[config.mk]
export PLATFORM = sky130hd
export DESIGN_NAME = sdram_port_arbiter
export DESIGN_NICKNAME = d
export VERILOG_FILES = /design/src/rtl/sdram_port_arbiter.sv
export SDC_FILE = /design/constraint.sdc
export NUM_CORES = 1
export LEC_CHECK = 0
export BUFFER_PORTS_ARGS = -buffer_cell sky130_fd_sc_hd__buf_2
export CELL_PAD_IN_SITES_DETAIL_PLACEMENT = 1
export CELL_PAD_IN_SITES_GLOBAL_PLACEMENT = 1
export CORE_ASPECT_RATIO = 0.75
export CORE_UTILIZATION = 27
export CTS_CLUSTER_DIAMETER = 80
export DETAILED_ROUTE_END_ITERATION = 10
export HOLD_SLACK_MARGIN = 0.02
export MAX_ROUTING_LAYER = met4
export PLACE_DENSITY = 0.85
export SLEW_MARGIN = 20
export SYNTH_ARGS = -nofsm -noshare
export SYNTH_HDL_FRONTEND = slang
export SYNTH_SLANG_ARGS = --single-unit
[constraint.sdc]
create_clock -name clk -period 4.7 [get_ports clk]
set_clock_uncertainty 0.1 [all_clocks]
set_input_delay 0.235 -clock clk [delete_from_list [all_inputs] [get_ports clk]]
set_output_delay 0.235 -clock clk [all_outputs]
set_load 0.01 [all_outputs]
[src/rtl/sdram_port_arbiter.sv]
// sdram_port_arbiter: shares one SDRAM Avalon-MM master port between two
// requesters (M0 = dataset loader / pattern writer, M1 = memory_control).
// The granted master's command is passed combinationally to the SDRAM, and a
// small read-ID FIFO routes each readdatavalid back to the master that issued
// the read. Grants change only on command boundaries.
//
// Optional build macro: FIXED_PRIORITY_M1_EN
//   undefined -> round-robin tie-break, contested grants yielded after
//                HOLD_MAX accepted transfers
//   defined   -> M1 wins every tie, M0 yields to M1 after each transfer,
//                M1 never yields on a transfer count
//
// state | meaning
// IDLE  | no owner, command strobes to SDRAM held low
// GNT0  | M0 owns the SDRAM port
// GNT1  | M1 owns the SDRAM port
module sdram_port_arbiter #(
  parameter int W           = 16,
  parameter int ADDR_W      = 25,
  parameter int MAX_PENDING = 4,
  parameter int HOLD_MAX    = 16
) (
  input  logic              clk,
  input  logic              rst,
  input  logic              m0_read,
  input  logic              m0_write,
  input  logic [ADDR_W-1:0] m0_address,
  input  logic [W-1:0]      m0_writedata,
  output logic              m0_waitrequest,
  output logic [W-1:0]      m0_readdata,
  output logic              m0_readdatavalid,
  input  logic              m1_read,
  input  logic              m1_write,
  input  logic [ADDR_W-1:0] m1_address,
  input  logic [W-1:0]      m1_writedata,
  output logic              m1_waitrequest,
  output logic [W-1:0]      m1_readdata,
  output logic              m1_readdatavalid,
  output logic              s_read,
  output logic              s_write,
  output logic [ADDR_W-1:0] s_address,
  output logic [W-1:0]      s_writedata,
  input  logic              s_waitrequest,
  input  logic [W-1:0]      s_readdata,
  input  logic              s_readdatavalid,
  output logic [1:0]        grant,
  output logic              protocol_error
);

  localparam int PTR_W  = $clog2(MAX_PENDING);
  localparam int CNT_W  = PTR_W + 1;
  localparam int HOLD_W = $clog2(HOLD_MAX + 1);

  typedef enum logic [1:0] {IDLE = 2'd0, GNT0 = 2'd1, GNT1 = 2'd2} state_t;

  state_t             state, state_next;
  logic               rr_last, rr_last_next;
  logic [HOLD_W-1:0]  hold_cnt;
  logic [MAX_PENDING-1:0] id_mem;
  logic [PTR_W-1:0]   wr_ptr, rd_ptr;
  logic [CNT_W-1:0]   count;

  logic req0, req1;
  logic gnt_read, gnt_write, blocked, accept;
  logic fifo_full, fifo_empty, head_id, push, pop;
  logic hold_done, tie_m1, yield0, yield1;

  assign req0       = m0_read | m0_write;
  assign req1       = m1_read | m1_write;
  assign fifo_full  = (count == CNT_W'(MAX_PENDING));
  assign fifo_empty = (count == '0);
  assign head_id    = id_mem[rd_ptr];
  assign push       = accept & gnt_read;
  assign pop        = s_readdatavalid & ~fifo_empty;
  // The accept that brings the count up to HOLD_MAX is the last one granted.
  assign hold_done  = (hold_cnt >= HOLD_W'(HOLD_MAX - 1));

  assign m0_readdata = s_readdata;
  assign m1_readdata = s_readdata;

`ifdef FIXED_PRIORITY_M1_EN
  assign tie_m1 = 1'b1;
  assign yield0 = 1'b1;
  assign yield1 = 1'b0;
`else
  assign tie_m1 = ~rr_last;
  assign yield0 = hold_done;
  assign yield1 = hold_done;
`endif

  // State register, round-robin memory and per-grant transfer counter.
  always_ff @(posedge clk) begin
    if (rst) begin
      state    <= IDLE;
      rr_last  <= 1'b1;
      hold_cnt <= '0;
    end else begin
      state   <= state_next;
      rr_last <= rr_last_next;
      if (state_next != state)
        hold_cnt <= '0;
      else if (accept && hold_cnt != HOLD_W'(HOLD_MAX))
        hold_cnt <= hold_cnt + HOLD_W'(1);
    end
  end

  // Read-ID FIFO: one bit per outstanding read naming the issuing master.
  always_ff @(posedge clk) begin
    if (rst) begin
      id_mem         <= '0;
      wr_ptr         <= '0;
      rd_ptr         <= '0;
      count          <= '0;
      protocol_error <= 1'b0;
    end else begin
      if (push) begin
        id_mem[wr_ptr] <= (state == GNT1);
        wr_ptr         <= wr_ptr + PTR_W'(1);
      end
      if (pop)
        rd_ptr <= rd_ptr + PTR_W'(1);
      case ({push, pop})
        2'b10:   count <= count + CNT_W'(1);
        2'b01:   count <= count - CNT_W'(1);
        default: count <= count;
      endcase
      if (s_readdatavalid && fifo_empty)
        protocol_error <= 1'b1;
    end
  end

  // Next-state: grants move only when the owner has no command or it was just accepted.
  always_comb begin
    state_next   = state;
    rr_last_next = rr_last;
    case (state)
      IDLE: begin
        if (req0 && req1)
          state_next = tie_m1 ? GNT1 : GNT0;
        else if (req0)
          state_next = GNT0;
        else if (req1)
          state_next = GNT1;
      end
      GNT0: begin
        if (!req0) begin
          state_next   = IDLE;
          rr_last_next = 1'b0;
        end else if (accept && req1 && yield0) begin
          state_next   = GNT1;
          rr_last_next = 1'b0;
        end
      end
      GNT1: begin
        if (!req1) begin
          state_next   = IDLE;
          rr_last_next = 1'b1;
        end else if (accept && req0 && yield1) begin
          state_next   = GNT0;
          rr_last_next = 1'b1;
        end
      end
      default: state_next = IDLE;
    endcase
  end

  // Outputs: command mux from the owner, stalls, and read-return routing.
  always_comb begin
    gnt_read    = 1'b0;
    gnt_write   = 1'b0;
    s_address   = '0;
    s_writedata = '0;
    grant       = 2'b00;
    case (state)
      GNT0: begin
        gnt_read    = m0_read;
        gnt_write   = m0_write;
        s_address   = m0_address;
        s_writedata = m0_writedata;
        grant       = 2'b01;
      end
      GNT1: begin
        gnt_read    = m1_read;
        gnt_write   = m1_write;
        s_address   = m1_address;
        s_writedata = m1_writedata;
        grant       = 2'b10;
      end
      default: ;
    endcase
    // A read with no free ID slot is held back; writes never wait on the FIFO.
    blocked          = gnt_read & fifo_full;
    accept           = (gnt_read | gnt_write) & ~s_waitrequest & ~blocked;
    s_read           = gnt_read & ~blocked;
    s_write          = gnt_write & ~blocked;
    m0_waitrequest   = (state == GNT0) ? (s_waitrequest | blocked) : 1'b1;
    m1_waitrequest   = (state == GNT1) ? (s_waitrequest | blocked) : 1'b1;
    m0_readdatavalid = pop & ~head_id;
    m1_readdatavalid = pop & head_id;
  end

endmodule

---- Word level (Yosys, flattened, before mapping) ----
Index checks and enable logic that the tools add are counted.
storage, ports and cells
  register bits after elaboration ......... 20
  input bits .............................. 106
  output and inout port bits .............. 82
  word-level logic and storage cells ...... 84
cells by class
  add/sub/neg operators ................... 5
  $lt $le $gt $ge ......................... 4
  equal/unequal tests ..................... 9
  muxes and demuxes ....................... 27
  bitwise gates (word level) .............. 17
  reductions and logical operators ........ 14
operator list
  cell                   count
  $pmux W25 S2           1
  $pmux W16 S2           1
  $mux W2                8
  $and A1 B1 Y1          9
  $logic_and A1 B1 Y1    8
  $mux W1                8
  $lt A2 B3 Y1 const B   2
  $pmux W1 S2            3
  $pmux W2 S3            1
  $pmux W3 S2            1
  $add A5 B1 Y5 const B  1
  $ge A5 B4 Y1 const B   1
  $ne A5 B5 Y1 const B   1
  $add A2 B1 Y2 const B  2
  $bwmux W4              1
  $eq A2 B1 Y1 const B   2
  $eq A2 B2 Y1 const B   2
  $not A1 Y1             4
  $or A1 B1 Y1           4
  $pmux W2 S2            1
  $reduce_bool A2 Y1     2
  $add A3 B1 Y3 const B  1
  $eq A3 B3 Y1 const B   1
  $logic_not A3 Y1       1
  other kinds (10)       10

---- Depth between registers and ports, before layout ----
  depth in word-level cells ............... 12
  gate-level depth with buffers ........... 13
  depth with buffers taken out ............ 11

---- Worst setup path after synthesis ----
No wires, ideal clock.
  path type ............................... reg2reg
  start ................................... register state[1]
  end ..................................... register count[2]
  setup time .............................. 0.070 ns
  data arrival time ....................... 2.663 ns
  required time ........................... 4.530 ns
  path slack .............................. 1.867 ns
  cell stages (with the launch flop) ...... 14
  path buffers ............................ 2
  clock period less this slack ............ 2.833 ns
  path through ............................ dfxtp_1 clkbuf_1 inv_1 ha_1 buf_6 a22oi_2 nor4_4 inv_2 ha_1 inv_1 fa_1 xor2_1 or3_1 a21oi_1
on the way
  word-level cells in the longest chain between the ends .. 8
  elaborated cells on any way between the ends .. 14
  classes of those cells .................. eq/ne: 4; mux: 3; bitwise: 6; reduce/logical: 1
RTL lines
  element                                            RTL line  RTL
  start, declared                                    56        state_t state, state_next;
  start signal, assigned                             98        state <= state_next;
  $eq A2 B2 Y1 or $eq A2 B1 Y1 (tied branches)       174       case (state)
  $pmux W1 S2                                        174
  $or A1 B1 Y1 or $and A1 B1 Y1 (tied branches)      193, 192
  $and A1 B1 Y1 or $not A1 Y1 (tied branches)        193       accept = (gnt_read | gnt_write) & ~s_waitrequest & ~blocked;
  $and A1 B1 Y1                                      193
  $and A1 B1 Y1 (*)                                  73        assign push = accept & gnt_read;
  $eq A2 B1 Y1 or $eq A2 B2 Y1 (tied branches)       122       case ({push, pop})
  $pmux W3 S2 or $reduce_bool A2 Y1 (tied branches)  n/a
  end signal, assigned                               123       2'b10: count <= count + CNT_W'(1);
  end signal, assigned                               124       2'b01: count <= count - CNT_W'(1);
  end signal, assigned                               125       default: count <= count;
  end, declared                                      61        logic [CNT_W-1:0] count;
Every way passes the cells marked *; elsewhere a longest branch is shown, timed or not.
A chain may end at the register's enable or synchronous reset.

---- Final worst setup path ----
Same ends and word-level chain as after synthesis.

==> results.md <==
- The sum of net half-perimeters after detailed placement is 5.91 mm.
- CTS placed an instance of sky130_fd_sc_hd__clkbuf_8 at the clock tree root.
- The worst hold path belongs to the class input pin to register.
- The setup total negative slack is 0 ps.
- The total overflow left after global routing is 0.
- The routed design could run at a clock period as short as 3560 ps.
- The largest area contributor in the synthesized netlist is sky130_fd_sc_hd__dfxtp_1.
- The number of I/O port buffers is 139.
- Of all nets on the critical path, the largest fanout is 45.
- Of the total power, combinational logic draws 0.503.
- The first global-routing pass estimated 12.3 mm of wire.
- The synthesized net count is 415.
- The synthesized-area fraction occupied by ao, oa, aoi and oai cells is 0.273.
- The largest buffer count on any clock path is 2.
- In the detailed route, the total length drawn on met2 is 3.72 mm.
- The top routing layer in use is met4.
- The max-slew headroom at the worst pin is 0.348.
- After synthesis the netlist holds a flip-flop and latch count of 20.
- Once placement finished, the instance area stood at 2680 um^2.
- STA classifies the critical path startpoint as a register.
- The via count normalized by instance count is 5.14.
- The via total after detailed routing is 2525.
- The number of slew-limit violations in the final report is 0.
- In this run the static leakage power is 1.25 nW.
- The data arrival time of the worst path is 3660 ps.
- The maximum number of pins on one net before global-route repair is 51.
- The wire length reported by the detailed router is 7.65 mm.
- The predominant post-synthesis flop cell is sky130_fd_sc_hd__dfxtp_1.
- The length of routed met3 wiring is 457 um.
- The number of DRC violations after detailed routing is 0.
- The global-route usage over all layers is 0.186.
- Once the clock tree was built, the setup fixing pass inserted 0 buffers.
- The post-synthesis share of cell area spent on full adders, half adders and majority gates is 0.0908.
- The timing-limited maximum frequency is 0.281 GHz.
- The post-synthesis instance total is 294.
- At the pin with the least slew margin, the transition time is 978 ps.
- Across the VDD grid, the largest voltage drop is 0.0886 mV.
- The final non-filler cell total is 491.
- After detailed placement, the design holds a cell count of 487.
- Clock latency on the worst-skew pair, taken at its later pin, is 260 ps.
- In the final layout, flip-flops and latches occupy 400 um^2.
- The share of the synthesized area in the top cell type is 0.186.
- Fill cells in the final layout number 980.
- Of the total synthesized cell area, the portion taken by XOR and XNOR cells is 0.0285.
- Of the cells placed in the final design, the portion with a size suffix greater than 1 is 0.410.
- The critical path class is register to register.
- The post-route standard cell area excluding fillers is 2730 um^2.
- The number of synthesized flops with an enable pin is 0.
- The total power draw is 659 uW.
- Setup violations remaining at the end of the flow were counted as 0.
- The initial antenna violation count was 0.
- The fraction of power spent switching nets is 0.423.
- The startpoint identified for the worst register-to-register timing path is state[1].
- The core area is 7530 um^2.
- The cell internal power dissipation is 380 uW.
- Clock-pin slew was measured on the worst setup and hold paths at 80 ps.
- Sorting the synthesized cells by area gives the leading types as sky130_fd_sc_hd__dfxtp_1, sky130_fd_sc_hd__a22oi_1, sky130_fd_sc_hd__buf_4, sky130_fd_sc_hd__nor2_1, sky130_fd_sc_hd__ha_1.
- The critical path endpoint category is a register.
- The detailed router put a total of 3.45 mm of wire on met1.
- Counting every sink on the clock net gives 20.
- The detailed-router iteration count before antenna repair is 4.
- In this run the number of H-tree levels came out at 1.
- Across the run, the number of max-cap violations was 0.
- After synthesis, the share of cell area in mux cells is 0.0198.
- The area growth from synthesis to layout is 27.1%.
- After synthesis, the netlist uses 53 different library cells.
- The share of synthesized cell area in and, or, nand and nor gates is 0.235.
- Dividing total power by cell area gives a power density of 241 nW/um^2.
- In the finished design, the share of the clock period the worst path needs comes to 0.757.
- The via count of the first global-routing pass was 2545.
- The total number of yosys warnings is 0.
- The register area share after synthesis is 0.186.
- TritonCTS created 3 clock buffers.
- The number of gates resized after CTS was 0.
- The first routing iteration left 87 violations.
- The wire length per cell is 15.6 um.
- In the final layout, the multi-input gates occupy 1400 um^2.
- The count of standard-cell rows is 27.
- The worst hold path begins at s_readdatavalid.
- During I/O placement, the number of pins put on the boundary was 188.
- The antenna violation net count after detailed routing is 0.
- The hold violation count in the final report is 0.
- The final net count is 512.
- The global placer's final weighted congestion is 0.942.
- The relative contribution of the clock network to total power is 0.208.
- The combinational family with the most area after synthesis is compound AO/OA/AOI/OAI gates.
- The switching power is 279 uW.
- The area of the mapped netlist is 2150 um^2.
- The number of diodes added for antenna fixing is 0.
- The floorplan step set the die width to 105 um.
- Of the total power, registers draw 0.289.
- The mean instance size in the synthesized netlist is 7.32 um^2.
- Hold repair after CTS inserted 0 buffers.
- The y dimension of the die is 79.3 um.
- The initial cell density of the core is 0.286.
- The floorplan step defined a die boundary enclosing 8330 um^2.
- Setup repair after global routing left no endpoint under its margin.
- The CTS tree is yes.
- After synthesis, the share of flip-flops with an asynchronous set or reset is 0.
- The start point of the critical path is state[1].
- The run finished with clean final reports.
- The required arrival time at the worst endpoint is 4800 ps.
stage by stage:
stage               setup WS, ps  hold WS [ps]  utilization
finish                      1140           115        0.363
global route                 894           151        0.363
CTS                         1140           115        0.363
detailed placement          1180           361        0.355
global placement            1340           350        0.355
floorplan                   1870           204            -
cells by family after synthesis:
group                    Yosys count
AND/OR/NAND/NOR                  107
AO/OA/AOI/OAI                     81
buffers and inverters             61
flip-flops                        20
adder cells (fa/ha/maj)           15
XOR/XNOR                           7
multiplexers                       3
cells in the final DEF (no fill, tap or decap), drive strengths merged, types with 2 or more instances in the layout:
cell type,synthesis,layout
nor2b,3,3
clkbuf,10,4
a22oi,43,43
dfxtp,20,20
nor3b,2,2
a31oi,3,3
buf,39,141
nor3,8,8
inv,12,12
nand4b,2,2
nand2,17,17
a21oi,13,13
and2,2,2
xnor2,3,3
o21ai,8,8
xor2,4,4
nor2,56,56
or2,2,2
mux2i,2,2
nand3,9,9
ha,14,14
layer usage:
layer / global-route usage / up-vias
met5: - / -
met4: 0.0211 / 0
met3: 0.0460 / 4
met2: 0.315 / 95
met1: 0.230 / 1221
li1: - / 1205
registers in the layout, summed over array words and instances (netlist names):
name and flops:
hold_cnt 5, wr_ptr 2, state 2, rd_ptr 2, protocol_error 1, count 3
rr_last 1, id_mem 4
power by group through the flow:
stage | clock [mW] | sequential (mW) | combinational, mW
global placement | 0 | 0.193 | 0.318
floorplan | 0 | 0.190 | 0.245
detailed placement | 0 | 0.194 | 0.329
finish | 0.137 | 0.191 | 0.331
global route | 0.147 | 0.192 | 0.367
CTS | 0.139 | 0.190 | 0.332
critical path, cell delays in order (launching register included):
cell and delay [ps]:
sky130_fd_sc_hd__dfxtp_1 560, sky130_fd_sc_hd__inv_1 170, sky130_fd_sc_hd__ha_1 390, sky130_fd_sc_hd__inv_2 590, sky130_fd_sc_hd__nor4_4 100, sky130_fd_sc_hd__buf_4 230
sky130_fd_sc_hd__inv_2 100, sky130_fd_sc_hd__ha_1 190, sky130_fd_sc_hd__inv_1 70, sky130_fd_sc_hd__fa_1 380, sky130_fd_sc_hd__xor2_1 160, sky130_fd_sc_hd__or3_1 310
sky130_fd_sc_hd__a21oi_1 140
area by class of cell:
type                            instances  area share
Multi-Input combinational cell        213       0.511
Clock buffer                            4      0.0201
Inverter                               12      0.0165
Sequential cell                        20       0.147
Timing Repair Buffer                  141       0.260
Tap cell                              101      0.0462
final timing paths:
path / endpoint / slack (ps) / depth (start not counted)
max: count[2] / 1140 / 12
min reg2reg: id_mem[3] / 370 / 2
min: protocol_error / 110 / 3
max reg2reg: count[2] / 1140 / 12
Yosys cell counts, types with 5 or more instances:
| master | n |
|---|---|
| sky130_fd_sc_hd__o21ai_0 | 6 |
| sky130_fd_sc_hd__nor3_1 | 8 |
| sky130_fd_sc_hd__nor2_1 | 56 |
| sky130_fd_sc_hd__buf_4 | 32 |
| sky130_fd_sc_hd__a21oi_1 | 12 |
| sky130_fd_sc_hd__dfxtp_1 | 20 |
| sky130_fd_sc_hd__nand3_1 | 9 |
| sky130_fd_sc_hd__ha_1 | 14 |
| sky130_fd_sc_hd__clkbuf_1 | 10 |
| sky130_fd_sc_hd__nand2_1 | 17 |
| sky130_fd_sc_hd__buf_1 | 5 |
| sky130_fd_sc_hd__inv_1 | 10 |
| sky130_fd_sc_hd__a22oi_1 | 42 |
No activity file was read; power rests on OpenSTA's default activity.
